--- config.mk ---
export PLATFORM = sky130hd
export DESIGN_NAME = data_mem_ctrl
export DESIGN_NICKNAME = d
export VERILOG_FILES = /design/src/rtl/dmem_pkg.sv /design/src/rtl/bus_timer.sv /design/src/rtl/data_mem_ctrl.sv
export SDC_FILE = /design/constraint.sdc
export NUM_CORES = 1
export LEC_CHECK = 0
export CAP_MARGIN = 20
export CELL_PAD_IN_SITES_DETAIL_PLACEMENT = 0
export CELL_PAD_IN_SITES_GLOBAL_PLACEMENT = 1
export CORE_ASPECT_RATIO = 0.7
export CORE_MARGIN = 2
export CORE_UTILIZATION = 35
export DETAILED_ROUTE_END_ITERATION = 8
export GPL_ROUTABILITY_DRIVEN = 0
export PLACE_DENSITY_LB_ADDON = 0.1
export SETUP_SLACK_MARGIN = 0.15
export SKIP_LAST_GASP = 1
export SLEW_MARGIN = 20
export SYNTH_ARGS = -nofsm -noshare
export SYNTH_HDL_FRONTEND = slang
export SYNTH_SLANG_ARGS = --single-unit
--- constraint.sdc ---
create_clock -name clk -period 2.6 [get_ports clk]
set_input_delay 0.52 -clock clk [delete_from_list [all_inputs] [get_ports clk]]
set_output_delay 0.52 -clock clk [all_outputs]
set_load 0.02 [all_outputs]
--- src/rtl/dmem_pkg.sv ---
// Shared types and constants for the data-memory controller.
// Holds the FSM state encoding, the bus command bundle and the timeout counter width.
package dmem_pkg;

  localparam int TIMEOUT_W = 8;

  typedef enum logic [1:0] {
    IDLE  = 2'd0,
    WRITE = 2'd1,
    READ  = 2'd2,
    RESP  = 2'd3
  } dmem_state_t;

  typedef struct packed {
    logic        we;
    logic [31:0] addr;
    logic [31:0] wdata;
  } bus_cmd_t;

  function automatic logic [31:0] word_addr(input logic [31:0] byte_addr);
    return {byte_addr[31:2], 2'b00};
  endfunction

endpackage

--- src/rtl/bus_timer.sv ---
// Wait-state watchdog: counts enabled cycles, flags expiry combinationally on the LIMIT-th one.
// No handshake; clear has priority over enable.
module bus_timer
  import dmem_pkg::*;
#(
  parameter int unsigned LIMIT = 255
) (
  input  logic clk,
  input  logic reset,
  input  logic clear,
  input  logic en,
  output logic expired
);

  localparam logic [TIMEOUT_W-1:0] LAST = TIMEOUT_W'(LIMIT - 1);

  logic [TIMEOUT_W-1:0] count;

  always_ff @(posedge clk or negedge reset) begin
    if (!reset) begin
      count <= '0;
    end else if (clear) begin
      count <= '0;
    end else if (en) begin
      count <= count + 1'b1;
    end
  end

  assign expired = en && (count == LAST);

endmodule

--- src/rtl/data_mem_ctrl.sv ---
// Data-memory controller: posts stores through a 1-entry buffer, loads take >=3 cycles.
// Stalls the core while a load is in flight or any access meets a busy write buffer.
module data_mem_ctrl
  import dmem_pkg::*;
#(
  parameter int unsigned TIMEOUT_CYCLES = 255
) (
  input  logic        clk,
  input  logic        reset,
  input  logic        mem_read,
  input  logic        mem_write,
  input  logic [31:0] addr,
  input  logic [31:0] wdata,
  output logic [31:0] rdata,
  output logic        stall,
  output logic        err,
  output logic        bus_req,
  output logic        bus_we,
  output logic [31:0] bus_addr,
  output logic [31:0] bus_wdata,
  input  logic        bus_ack,
  input  logic [31:0] bus_rdata
);

  dmem_state_t state, state_nxt;
  bus_cmd_t    cmd;

  logic access, legal, illegal;
  logic busy, ack_done, expired;
  logic stall_raw, issue_wr, issue_rd, flag_illegal;

  assign access  = mem_read | mem_write;
  assign legal   = (mem_read ^ mem_write) && (addr[1:0] == 2'b00);
  assign illegal = access && !legal;

  assign busy     = (state == WRITE) || (state == READ);
  assign ack_done = busy && bus_req && bus_ack;

  // Enable drops on ack, so a same-cycle ack always beats expiry.
  bus_timer #(
    .LIMIT(TIMEOUT_CYCLES)
  ) u_bus_timer (
    .clk    (clk),
    .reset  (reset),
    .clear  (!busy),
    .en     (busy && !bus_ack),
    .expired(expired)
  );

  always_ff @(posedge clk or negedge reset) begin
    if (!reset) begin
      state <= IDLE;
    end else begin
      state <= state_nxt;
    end
  end

  always_comb begin
    state_nxt    = state;
    stall_raw    = 1'b0;
    issue_wr     = 1'b0;
    issue_rd     = 1'b0;
    flag_illegal = 1'b0;
    case (state)
      IDLE: begin
        if (illegal) begin
          flag_illegal = 1'b1;
        end else if (legal && mem_write) begin
          issue_wr  = 1'b1;
          state_nxt = WRITE;
        end else if (legal && mem_read) begin
          issue_rd  = 1'b1;
          stall_raw = 1'b1;
          state_nxt = READ;
        end
      end
      WRITE: begin
        stall_raw = access;
        if (ack_done || expired) begin
          state_nxt = IDLE;
        end
      end
      READ: begin
        stall_raw = 1'b1;
        if (ack_done || expired) begin
          state_nxt = RESP;
        end
      end
      RESP: begin
        state_nxt = IDLE;
      end
      default: begin
        state_nxt = IDLE;
      end
    endcase
  end

  // Gated by reset so the core is released the moment reset asserts.
  assign stall = reset & stall_raw;

  always_ff @(posedge clk or negedge reset) begin
    if (!reset) begin
      cmd     <= '0;
      bus_req <= 1'b0;
      rdata   <= '0;
      err     <= 1'b0;
    end else begin
      if (flag_illegal || expired) begin
        err <= 1'b1;
      end
      if (issue_wr) begin
        bus_req <= 1'b1;
        cmd     <= '{we: 1'b1, addr: word_addr(addr), wdata: wdata};
      end else if (issue_rd) begin
        bus_req  <= 1'b1;
        cmd.we   <= 1'b0;
        cmd.addr <= word_addr(addr);
      end else if (ack_done || expired) begin
        bus_req <= 1'b0;
        cmd.we  <= 1'b0;
      end
      if (state == READ) begin
        if (ack_done) begin
          rdata <= bus_rdata;
        end else if (expired) begin
          rdata <= '0;
        end
      end
    end
  end

  assign bus_we    = cmd.we;
  assign bus_addr  = cmd.addr;
  assign bus_wdata = cmd.wdata;

endmodule

# Word-level counts from Yosys, hierarchy flattened
# Index checks and enable logic that the tools add are counted.
# word_totals
in_bits,101
ff_bits,109
out_inout_bits,100
elab_cells,67
# classes
add_sub_neg,1
mux,26
n_eq_ne,9
bitwise,3
n_reduce_logical,20
# op_table
operator,count
$mux W32,3
$mux W33,1
$mux W8,2
$mux W1,13
$mux W2,5
$add A8 B1 Y8 const B,1
$eq A8 B8 Y1 const B,1
$logic_and A1 B1 Y1,8
$pmux W2 S4,1
$eq A2 B2 Y1 const B,2
$logic_not A2 Y1,2
$ne A2 B1 Y1 const B,2
$ne A2 B2 Y1 const B,2
$reduce_and A4 Y1,1
$reduce_bool A2 Y1,2
$logic_or A1 B1 Y1,3
$ne A3 B3 Y1 const B,1
$pmux W1 S3,1
$reduce_bool A3 Y1,1
$eq A2 B1 Y1 const B,1
$logic_not A1 Y1,2
$reduce_and A2 Y1,1
$and A1 B1 Y1,1
$or A1 B1 Y1,1
$xor A1 B1 Y1,1

# Longest topological paths before layout
# logic_depth
depth_word,9
mapped_depth,7
ltp_nobuf,6

# By module
# A second synthesis with hierarchy kept.
# unflattened
hier_cells,287
hier_area_um2,4244.1
# by_module_without_submodules
module,cells_per_inst,n_inst,area_each_um2,seq_area_each_um2
data_mem_ctrl,246,1,3832.4,2477.4
bus_timer,41,1,411.6,200.2

# Worst setup path before layout
# OpenSTA, ideal clock, no wires.
# synth_path
path_kind,in2out
startpoint,in mem_read
endpoint,out stall
path_stages,6
t_required_ps,2080
setup_slack_ps,456
path_buffers,0
arrival_ps,1624
path_cell_list,inv_1 ha_1 nor3b_4 nand3_1 o221ai_1 and3b_1
# synth_via
elab_chain_cells,8
elab_cells_between_ends,12
classes_between,4 x mux; 3 x bitwise; 5 x reduce/logical
# synth_lines
item,line,source
"start, declared",data_mem_ctrl.sv:10,"input logic mem_read,"
$xor A1 B1 Y1,data_mem_ctrl.sv:33,assign legal = (mem_read ^ mem_write) && (addr[1:0] == 2'b00);
$logic_and A1 B1 Y1,data_mem_ctrl.sv:33,
$logic_and A1 B1 Y1,data_mem_ctrl.sv:71,end else if (legal && mem_read) begin
$mux W1,data_mem_ctrl.sv:71,
$mux W1,data_mem_ctrl.sv:68,end else if (legal && mem_write) begin
$mux W1,data_mem_ctrl.sv:66,if (illegal) begin
$pmux W1 S3 (*),data_mem_ctrl.sv:64,case (state)
$and A1 B1 Y1 (*),data_mem_ctrl.sv:99,assign stall = reset & stall_raw;
"end, declared",data_mem_ctrl.sv:15,"output logic stall,"
# Every way passes the cells marked *; elsewhere a longest branch is shown, timed or not.

# Final worst setup path
# layout_path
startpoint,in mem_write
endpoint,out stall
# layout_via
elab_chain_cells,8
elab_cells_between_ends,12
classes_between,4 x mux; 3 x bitwise; 5 x reduce/logical
# layout_lines
item,line,source
"start, declared",data_mem_ctrl.sv:11,"input logic mem_write,"
$xor A1 B1 Y1,data_mem_ctrl.sv:33,
$logic_and A1 B1 Y1,data_mem_ctrl.sv:33,
$logic_and A1 B1 Y1,data_mem_ctrl.sv:71,
$mux W1,data_mem_ctrl.sv:71,
$mux W1,data_mem_ctrl.sv:68,
$mux W1,data_mem_ctrl.sv:66,
$pmux W1 S3 (*),data_mem_ctrl.sv:64,
$and A1 B1 Y1 (*),data_mem_ctrl.sv:99,
# Marks and branches as above.

==> flow_summary.toml <==
[sta]
tightest_slew_ns = 0.8586
slew_viol_final = 0
fin_skew_ns = 0.004908
slew_headroom_pct = 42.48
fin_hold_ws_ns = 0.2673
hold_violations = 0
period_needed_ns = 2.344
fin_ws_ns = 0.2563
rsz0062_at_grt = "no"
min_period_over_period_pct = 90.14
fmax_mhz = 426.7
setup_viol = 0

[logic_synthesis]
synth-seq-area-share_pct = 61.46
yosysWarnings = 0
synth-adder-area-share_pct = 2.298
ys_types = 39
synth_ff_type = "dfrtp_1"
synth_area_leaders = "dfrtp_1 61%, mux2_2 16%, a22o_1 6.4%"
synth_top_family_by_area = "multiplexers"
synth_area_um2 = 4357
postSynthCellCount = 289
synth_top_area_cell = "dfrtp_1"
synth-compound-area-share_pct = 9.219
synth-simple-area-share_pct = 5.227
synth.area.mux_share_pct = 16.60
yosys.area.top_type_share_pct = 61.46
syn_avg_cell_area_um2 = 15.08
synth.most_common_cell = "dfrtp_1"
ys_ff_latch = 107
synthTopCellsByCount = "107 x dfrtp_1, 61 x mux2_2, 32 x a22o_1"
synth-edff-count = 0
yosys.area_share.xor_xnor_pct = 1.407
synth-async-reset-ratio_pct = 100.0

[grt]
antenna_found_initial = 0
grt_pass1_wl_um = 16500
grt_usage_pct = 15.88
grt_overflow = 0
grt_max_degree = 108
grt_pass1_vias = 3207

[routing]
dr_total_vias = 3105
antenna_left = 0
routedWlPerCell_um = 15.73
avgViaCountPerCell = 4.697
dr.pass1.iters = 4
drc = 0
routed_wl_um = 10400
drtIter0Drc = 104

[run]
cap_violations = 0

[critical_path]
criticalPathCategory = "input port to primary output"
crit_family = "simple AND/OR/NAND/NOR gates"
path_buf_inv = 3
cp.arrival_ns = 1.82
path_cells = "dlygate4sd2_1, inv_1, ha_4, nor3b_4, nand3_2, o221ai_2, and3b_1, buf_6"
required_ns = 2.08
cp_max_fo = 2
slowest_delay_ns = 0.26
crit_path_end_kind = "primary output"
critPathSlowestCell = "ha_4"
worstSetupStartpointType = "input port"

[finish]
antenna_cells = 0
finalNonFillerCells = 661
area_growth_pct = 57.50
final_nets = 603
utilization_pct = 55.81
drive_gt1_share_pct = 21.24

[floorplan]
die_area_um2 = 13370
rows = 34
core_um2 = 12290
initial_core_util_pct = 35.44
dieHeight_um = 97.35
io_pins = 201
die_w_um = 137.4

[power]
clkPwrFrac_pct = 38.0
p_int_mw = 2.623
power_frac_comb_pct = 9.9
power_density_nw_per_um2 = 496.3
p_total_mw = 3.406
leakage_nw = 3.151
p_switching_mw = 0.7831
pwr-share-seq_pct = 52.0
peakVddDrop_mv = 0.3145
swShare_pct = 22.99

[place]
post-dp-hpwl_um = 7381
placed_cells = 643
portBuffers = 198
place_worst_setup_slack_ns = -0.1051

[clock_network]
cts_buffers = 9
postCtsHoldBufs = 0
cts.sinks = 107
clk_path_buf_depth = 2
cts_max_level = 3
path_clk_slew_ns = 0.07
cts-root-buf = "clkbuf_16"
worstSkewPairLatency_ns = 0.34
cts_tree = "built"

[run_status]
status = "completed"

[worst_hold_path]
min_path_type = "input port to async pin"
==> state kept, by name (all words and copies together) (netlist names) <==
name and count:
bus_req 1, bus_wdata 32, bus_we 1, state 2, rdata 32, bus_addr 30, err 1, u_bus_timer.count 8
==> path summary, 6_finish.rpt <==
kind	start	endpoint	slack, ns	depth (start not counted)
min reg2reg	err	err	0.48	1
max reg2reg	u_bus_timer.count[0]	rdata[9]	0.55	6
max	mem_write	stall	0.26	8
min in group clk	err	err	0.48	1
max in group asynchronous	reset	err	1.92	2
min	reset	bus_addr[31]	0.27	2
==> cells by family (layout without fill, tap and decap cells) <==
kind of cell | after synthesis | count (layout)
other | 1 | 2
buffers and inverters | 25 | 234
adder cells (fa/ha/maj) | 8 | 8
multiplexers | 64 | 64
XOR/XNOR | 7 | 7
AO/OA/AOI/OAI | 44 | 44
flip-flops | 107 | 107
AND/OR/NAND/NOR | 33 | 33
==> per-stage QoR <==
| step | TNS (ns) | area, µm² |
|---|---|---|
| finish | 0 | 6862 |
| global route | 0 | 6862 |
| CTS | 0 | 6854 |
| detailed placement | -1.113 | 6534 |
| global placement | -0.1792 | 6534 |
| floorplan | 0 | 4360 |
==> power groups by stage <==
stage                     combinational, mW  clock [mW]  sequential [mW]
after floorplan                       0.127           0             1.79
after global placement                0.334           0             1.80
after detailed placement              0.340           0             1.80
after CTS                             0.345        1.35             1.77
after global routing                  0.384        1.43             1.78
final                                 0.339        1.30             1.77
==> timing repair <==
item,4_1_cts,5_1_grt
pin swaps,4,2
setup buffers,1,1
resized for setup,7,0
endpoints found under the setup margin,1,1
==> metal layers <==
metal	track usage, %	share of wire, %	up-vias
met5	0	0	-
met4	4.044	0.77	0
met3	7.720	12	8
met2	24.07	44	131
met1	20.32	43	1525
li1	-	-	1441
==> layout make-up <==
type                    count  area (µm²)
clock inverters             6       48.80
flip-flops and latches    107        2678
inverters                   8       30.03
multi-input cells         158        1545
clock buffers              10       239.0
fillers                  1013        5433
well taps                 162       202.7
repair buffers            210        2118
==> layout by cell type (no fill, tap or decap), types with 3 or more instances in the layout <==
cell type,instances
xnor2_1,7
o21ai_0,5
nand2_1,3
buf_12,4
and2_1,8
clkdlybuf4s50_1,194
ha_1,7
buf_4,9
a22o_1,32
clkbuf_16,9
mux2_2,61
inv_1,7
dfrtp_1,107
nand3_1,4
Power figures use the tool's default switching activity.
